$ cat src/rtl/vga_pkg.sv
// Shared VGA definitions: 640x480@60 timing, pixel word layout and capture states.
package vga_pkg;
  localparam int H_ACTIVE = 640;
  localparam int H_FP     = 16;
  localparam int H_SYNC   = 96;
  localparam int H_BP     = 48;
  localparam int V_ACTIVE = 480;
  localparam int V_FP     = 10;
  localparam int V_SYNC   = 2;
  localparam int V_BP     = 33;

  typedef struct packed {
    logic [7:0] r;
    logic [7:0] g;
    logic [7:0] b;
  } pixel_t;

  typedef enum logic [1:0] {IDLE, ARMED, CAPTURE} cap_state_t;
endpackage

$ cat src/rtl/vga_captura_if.sv
// Video input stream plus the frame-RAM write port and status of the capture block.
interface vga_captura_if #(parameter int ADDR_W = 18);
  logic              start;
  logic [7:0]        red;
  logic [7:0]        green;
  logic [7:0]        blue;
  logic              hsync;
  logic              vsync;
  logic              n_blank;
  logic [ADDR_W-1:0] address;
  logic [23:0]       data;
  logic              we;
  logic              busy;
  logic              frame_done;
  logic              frame_err;

  modport master (output start, red, green, blue, hsync, vsync, n_blank,
                  input  address, data, we, busy, frame_done, frame_err);
  modport slave  (input  start, red, green, blue, hsync, vsync, n_blank,
                  output address, data, we, busy, frame_done, frame_err);
endinterface

$ cat src/rtl/vga_captura_sampler.sv
// Input register stage of the capture path and the sync/blank edge pulses derived from it.
module vga_sync_sampler
  import vga_pkg::*;
(
  input  logic       clock_25,
  input  logic       reset,
  input  logic [7:0] red,
  input  logic [7:0] green,
  input  logic [7:0] blue,
  input  logic       vsync,
  input  logic       n_blank,
  output pixel_t     pixel,
  output logic       n_blank_r,
  output logic       vs_fall,
  output logic       nb_rise,
  output logic       nb_fall
);
  logic vsync_r;
  logic vsync_q;
  logic n_blank_q;

  always_ff @(posedge clock_25) begin
    if (reset) begin
      pixel     <= '0;
      vsync_r   <= 1'b0;
      vsync_q   <= 1'b0;
      n_blank_r <= 1'b0;
      n_blank_q <= 1'b0;
    end else begin
      pixel     <= {red, green, blue};
      vsync_r   <= vsync;
      vsync_q   <= vsync_r;
      n_blank_r <= n_blank;
      n_blank_q <= n_blank_r;
    end
  end

  assign vs_fall = vsync_q & ~vsync_r;
  assign nb_rise = n_blank_r & ~n_blank_q;
  assign nb_fall = n_blank_q & ~n_blank_r;
endmodule

$ cat src/rtl/vga_captura.sv
// Captures one IMG_W x IMG_H window of a requested frame into a frame RAM as {R,G,B} words.
module vga_captura
  import vga_pkg::*;
#(
  parameter int IMG_W  = 256,
  parameter int IMG_H  = 256,
  parameter int X0     = 192,
  parameter int Y0     = 112,
  parameter int ADDR_W = 18
) (
  input  logic          clock_25,
  input  logic          reset,
  vga_captura_if.slave  bus
);
  localparam logic [9:0] COL_LO = 10'(X0);
  localparam logic [9:0] COL_HI = 10'(X0 + IMG_W - 1);
  localparam logic [9:0] ROW_LO = 10'(Y0);
  localparam logic [9:0] ROW_HI = 10'(Y0 + IMG_H - 1);

  pixel_t            pixel;
  logic              n_blank_r;
  logic              vs_fall;
  logic              nb_rise;
  logic              nb_fall;
  logic [9:0]        col;
  logic [9:0]        col_cur;
  logic [9:0]        row;
  logic              in_win;
  logic              last_px;
  logic [ADDR_W-1:0] x_off;
  logic [ADDR_W-1:0] y_off;
  logic [ADDR_W-1:0] wr_addr;
  cap_state_t        state;
  logic [ADDR_W-1:0] address;
  logic [23:0]       data;
  logic              we;
  logic              busy;
  logic              frame_done;
  logic              frame_err;

  vga_sync_sampler u_sampler (
    .clock_25  (clock_25),
    .reset     (reset),
    .red       (bus.red),
    .green     (bus.green),
    .blue      (bus.blue),
    .vsync     (bus.vsync),
    .n_blank   (bus.n_blank),
    .pixel     (pixel),
    .n_blank_r (n_blank_r),
    .vs_fall   (vs_fall),
    .nb_rise   (nb_rise),
    .nb_fall   (nb_fall)
  );

  // col holds the index of the next active pixel; the clear on nb_rise is applied
  // combinationally so the first pixel of a line is column 0 in its own cycle.
  assign col_cur = nb_rise ? 10'd0 : col;

  always_ff @(posedge clock_25) begin
    if (reset) begin
      col <= '0;
      row <= '0;
    end else begin
      if (n_blank_r)
        col <= (col_cur == 10'h3FF) ? col_cur : col_cur + 10'd1;
      if (vs_fall)
        row <= '0;
      else if (nb_fall && row != 10'h3FF)
        row <= row + 10'd1;
    end
  end

  assign in_win  = n_blank_r && (col_cur >= COL_LO) && (col_cur <= COL_HI)
                   && (row >= ROW_LO) && (row <= ROW_HI);
  assign last_px = in_win && (col_cur == COL_HI) && (row == ROW_HI);
  assign x_off   = ADDR_W'(col_cur - COL_LO);
  assign y_off   = ADDR_W'(row - ROW_LO);
  assign wr_addr = y_off * ADDR_W'(IMG_W) + x_off;

  always_ff @(posedge clock_25) begin
    if (reset) begin
      state      <= IDLE;
      address    <= '0;
      data       <= '0;
      we         <= 1'b0;
      busy       <= 1'b0;
      frame_done <= 1'b0;
      frame_err  <= 1'b0;
    end else begin
      we         <= 1'b0;
      frame_done <= 1'b0;
      frame_err  <= 1'b0;
      case (state)
        IDLE: begin
          busy <= bus.start;
          if (bus.start)
            state <= ARMED;
        end
        ARMED: begin
          busy <= 1'b1;
          if (vs_fall)
            state <= CAPTURE;
        end
        CAPTURE: begin
          // busy stays high through the frame_done cycle and drops one cycle later
          busy <= 1'b1;
          if (vs_fall) begin
            frame_err <= 1'b1;
          end else if (in_win) begin
            we      <= 1'b1;
            address <= wr_addr;
            data    <= pixel;
            if (last_px) begin
              frame_done <= 1'b1;
              state      <= IDLE;
            end
          end
        end
        default: begin
          state <= IDLE;
          busy  <= 1'b0;
        end
      endcase
    end
  end

  assign bus.address    = address;
  assign bus.data       = data;
  assign bus.we         = we;
  assign bus.busy       = busy;
  assign bus.frame_done = frame_done;
  assign bus.frame_err  = frame_err;
endmodule

$ cat src/flat_wrapper.sv
// flat-port wrapper written by rule: the top's interface ports become plain ports
module vga_captura_flat import vga_pkg::*;
#(
  parameter int IMG_W  = 256,
  parameter int IMG_H  = 256,
  parameter int X0     = 192,
  parameter int Y0     = 112,
  parameter int ADDR_W = 18
)
  (clock_25, reset, bus_start, bus_red, bus_green, bus_blue, bus_hsync, bus_vsync, bus_n_blank, bus_address, bus_data, bus_we, bus_busy, bus_frame_done, bus_frame_err);
  vga_captura_if #(.ADDR_W(ADDR_W)) bus_i ();
  input  logic clock_25;
  input  logic reset;
  input wire logic [$bits(bus_i.start)-1:0] bus_start;
  input wire logic [$bits(bus_i.red)-1:0] bus_red;
  input wire logic [$bits(bus_i.green)-1:0] bus_green;
  input wire logic [$bits(bus_i.blue)-1:0] bus_blue;
  input wire logic [$bits(bus_i.hsync)-1:0] bus_hsync;
  input wire logic [$bits(bus_i.vsync)-1:0] bus_vsync;
  input wire logic [$bits(bus_i.n_blank)-1:0] bus_n_blank;
  output wire logic [$bits(bus_i.address)-1:0] bus_address;
  output wire logic [$bits(bus_i.data)-1:0] bus_data;
  output wire logic [$bits(bus_i.we)-1:0] bus_we;
  output wire logic [$bits(bus_i.busy)-1:0] bus_busy;
  output wire logic [$bits(bus_i.frame_done)-1:0] bus_frame_done;
  output wire logic [$bits(bus_i.frame_err)-1:0] bus_frame_err;
  assign bus_i.start = bus_start;
  assign bus_i.red = bus_red;
  assign bus_i.green = bus_green;
  assign bus_i.blue = bus_blue;
  assign bus_i.hsync = bus_hsync;
  assign bus_i.vsync = bus_vsync;
  assign bus_i.n_blank = bus_n_blank;
  assign bus_address = bus_i.address;
  assign bus_data = bus_i.data;
  assign bus_we = bus_i.we;
  assign bus_busy = bus_i.busy;
  assign bus_frame_done = bus_i.frame_done;
  assign bus_frame_err = bus_i.frame_err;
  vga_captura #(.IMG_W(IMG_W), .IMG_H(IMG_H), .X0(X0), .Y0(Y0), .ADDR_W(ADDR_W)) u_core (.clock_25(clock_25), .reset(reset), .bus(bus_i));
endmodule
$ cat config.mk
export PLATFORM = sky130hd
export DESIGN_NAME = vga_captura_flat
export DESIGN_NICKNAME = d
export VERILOG_FILES = /design/src/rtl/vga_pkg.sv /design/src/rtl/vga_captura_if.sv /design/src/rtl/vga_captura_sampler.sv /design/src/rtl/vga_captura.sv /design/src/flat_wrapper.sv
export SDC_FILE = /design/constraint.sdc
export NUM_CORES = 1
export LEC_CHECK = 0
export ABC_CLOCK_PERIOD_IN_PS = 3000
export CORE_ASPECT_RATIO = 0.7
export CORE_MARGIN = 2
export CORE_UTILIZATION = 45
export DETAILED_ROUTE_END_ITERATION = 10
export PLACE_DENSITY_LB_ADDON = 0.1
export SKIP_CTS_REPAIR_TIMING = 1
export SYNTH_ARGS = -nofsm -noshare
export SYNTH_HDL_FRONTEND = slang
export SYNTH_HIERARCHICAL = 1
export SYNTH_SLANG_ARGS = --single-unit
$ cat constraint.sdc
create_clock -name clock_25 -period 3 [get_ports clock_25]
set_input_delay 0.6 -clock clock_25 [delete_from_list [all_inputs] [get_ports clock_25]]
set_output_delay 0.6 -clock clock_25 [all_outputs]
set_load 0.05 [all_outputs]
==> results.py <==
metrics = {
    "status": {
        "outcome": "completed",
    },
    "drt": {
        "top_layer_used": "met4",
        "met2_length_um": 3964,
        "wl_met1_um": 4535,
        "wire_per_inst_um": 13.42,
        "routed-wl-met3_um": 372,
        "viasPerCell": 5.100,
        "vias": 3417,
        "wl_um": 8989,
        "drc": 0,
        "drtIter0Drc": 145,
        "drt_first_pass_iters": 5,
        "ant_nets": 0,
    },
    "place": {
        "io_buffers": 74,
        "pre_cts_ws_ns": 0.1997,
        "place.gp.congestion": 0.8104,
        "dpl.cell_count": 654,
        "dp_hpwl_um": 6194,
    },
    "pwr": {
        "leakagePower_nw": 1.960,
        "powerDensity_nw_per_um2": 528.3,
        "ir_worst_vdd_mv": 0.3028,
    },
    "yosys": {
        "syn-cell-area_um2": 4217,
        "synth_cell_types": 54,
        "synth_warnings": 6,
        "synth_area_leaders": "dfxtp_1 46%, nand2_1 7.4%, a21oi_1 6.3%, ha_1 5.6%, nor2b_1 3.6%",
        "yosys-top-cells-count": "96 x dfxtp_1, 83 x nand2_1, 53 x a21oi_1",
        "synth_cells": 475,
        "async_flop_share_pct": 0,
        "netlist.area_leader.share_pct": 45.58,
        "syn-num-nets": 525,
        "ys_dominant_reg_cell": "dfxtp_1",
        "yosysMostFrequentCell": "dfxtp_1",
        "synth_seq_area_share_pct": 45.58,
        "netlist.top_cell.by_area": "dfxtp_1",
        "synth_edf_count": 0,
        "avgSynthCellArea_um2": 8.877,
        "synth.ff_latch_count": 96,
    },
    "finish": {
        "areaGrowthSynthToFinish_pct": 27.39,
        "instances_no_fill": 670,
        "nets": 591,
        "antenna_cells": 0,
        "final_core_util_pct": 59.21,
        "drive_gt1_share_pct": 8.425,
    },
    "clock_network": {
        "cts_max_path_buffers": 2,
        "clkSinkCount": 96,
        "cts_buffers": 9,
        "tritoncts": "built",
        "cts_root_buf": "clkbuf_16",
        "clk_latency_ns": 0.34,
        "htree_levels": 3,
        "clkTransAtPathRegs_ns": 0.07,
    },
    "min_path": {
        "min-delay-path-class": "register to register",
        "min_delay_path_depth": 2,
    },
    "setup_path": {
        "cp_cell_sequence": "a211oi_4, or2_4, o21bai_1, fa_1, a21o_1, a221oi_1, a21oi_1, xnor2_1, a211oi_1",
        "cp_slowest_cell": "dfxtp_1",
        "critPathMaxFanout": 9,
        "worstSetupPathType": "register to register",
        "rr_worst_depth": 9,
        "crit_arrival_ns": 3.05,
        "cp-end-kind": "register",
        "critPathRequiredTime_ns": 3.26,
        "worst_setup_path_start_kind": "register",
        "slowest_delay_ns": 0.49,
    },
    "global_routing": {
        "grt_pass1_wl_um": 14680,
        "grt_overflow": 0,
        "antenna_found_initial": 0,
        "first_global_vias": 3021,
        "grt_use_total_pct": 17.96,
        "grt_start_max_net_pins": 47,
    },
    "sta": {
        "min_period_ns": 2.799,
        "setup_ws_ns": 0.2010,
        "fin_crit_sh_pct": 93.30,
        "tns_ns": 0,
        "hold_ws_ns": 0.4330,
        "worst_slew_pin_slew_ns": 0.6666,
        "rsz0062_at_grt": "false",
        "setup_viol": 0,
        "finalHoldViolCount": 0,
        "fin_skew_ns": 0.004606,
        "max_freq_mhz": 357.3,
        "max_slew_margin_pct": 55.56,
        "drv_slew": 0,
    },
    "floorplan": {
        "die_y_um": 84.99,
        "io_pins": 76,
        "initial_core_util_pct": 46.48,
        "dieArea_um2": 10170,
        "row_count": 29,
        "coreArea_um2": 9071,
        "die_w_um": 119.7,
    },
    "flow_run": {
        "maxCapViolCount": 0,
    },
}
-- power by group --
part | total (W) | internal, W | switching (W)
clock | 0.00125 | 0.000742 | 0.000508
sequential | 0.00133 | 0.00131 | 0.0000217
combinational | 0.000254 | 0.000119 | 0.000134
-- metrics by stage --
step                total power, W  instance area, um^2
floorplan                 0.001529                 4217
global route              0.002953                 5371
CTS                       0.002876                 5371
finish                    0.002838                 5371
global placement          0.001611                 5042
detailed placement        0.001616                 5042
-- cell families (layout without fill, tap and decap cells) --
family	Yosys count	after routing	synth area share [%]
buffers and inverters	44	115	5.549
and+or+nand+nor	195	195	22.88
muxes	3	3	0.7122
DFF	96	96	45.58
AOI/OAI and AO/OA	97	97	15.01
xor gates and xnor gates	20	20	4.154
adders and majority gates	20	20	6.113
-- sequential cells by signal (all words and copies together), names as in the netlist --
| signal | cells |
|---|---|
| u_core/bus.data | 24 |
| u_core/u_sampler/pixel | 24 |
| u_core/bus.address | 18 |
| u_core/col | 10 |
| u_core/row | 10 |
| u_core/state | 2 |
| u_core/bus.busy | 1 |
| u_core/bus.frame_done | 1 |
| u_core/bus.frame_err | 1 |
| u_core/bus.we | 1 |
| u_core/u_sampler/n_blank_q | 1 |
| u_core/u_sampler/n_blank_r | 1 |
| u_core/u_sampler/vsync_q | 1 |
| u_core/u_sampler/vsync_r | 1 |
-- critical path, delay by kind of cell, from the launching register on --
| family | cells | cell delay (ns) |
|---|---|---|
| flops | 1 | 0.49 |
| xor+xnor | 1 | 0.16 |
| fa+ha+maj | 1 | 0.46 |
| simple gates | 1 | 0.30 |
| compound gates | 6 | 1.30 |
-- path summary, 6_finish.rpt --
| path | start | endpoint | slack [ns] |
|---|---|---|---|
| setup / recovery | u_core/col[7]$_SDFFE_PP0P_ | u_core/bus.address[16]$_SDFFE_PP0P_ | 0.20 |
| hold / removal | u_core/u_sampler/pixel[21]$_SDFF_PP0_ | u_core/bus.data[21]$_SDFFE_PP0P_ | 0.43 |
| setup reg to reg | u_core/col[7]$_SDFFE_PP0P_ | u_core/bus.address[16]$_SDFFE_PP0P_ | 0.20 |
| hold reg to reg | u_core/u_sampler/pixel[21]$_SDFF_PP0_ | u_core/bus.data[21]$_SDFFE_PP0P_ | 0.43 |
-- cell type report --
class / count / area [um^2]
Sequential cell: 96 / 1922
Tap cell: 124 / 155.1
Clock buffer: 9 / 225.2
Clock inverter: 7 / 103.9
Multi-Input combinational cell: 335 / 2069
Timing Repair Buffer: 85 / 843.3
Fill cell: 801 / 3700
Inverter: 14 / 52.55
-- placed cells by master (no fill, tap or decap), types with 2 or more instances in the layout --
cell type / n
a21o_1: 5
o211ai_1: 3
a311oi_1: 2
clkbuf_16: 9
nor3_1: 8
or3_1: 4
clkdlybuf4s50_1: 73
nor2_1: 26
a211oi_1: 6
inv_8: 2
xnor2_1: 11
a221oi_1: 2
a21oi_1: 53
nand2b_1: 7
inv_1: 14
o21a_1: 3
nand4_1: 2
nand2_1: 83
ha_1: 19
and4_1: 2
bufinv_16: 2
nor2b_1: 24
dfxtp_1: 96
o21ai_0: 6
nand3_1: 16
buf_4: 9
a31oi_1: 3
xor2_1: 9
buf_12: 2
mux2i_1: 3
and3_1: 7
and2b_2: 8
-- layer usage --
layer	track usage, %	up-vias
met3	4.704	14
li1	-	1733
met4	5.882	0
met2	27.48	74
met5	0	-
met1	24.82	1596
No activity file was read; power rests on OpenSTA's default activity.
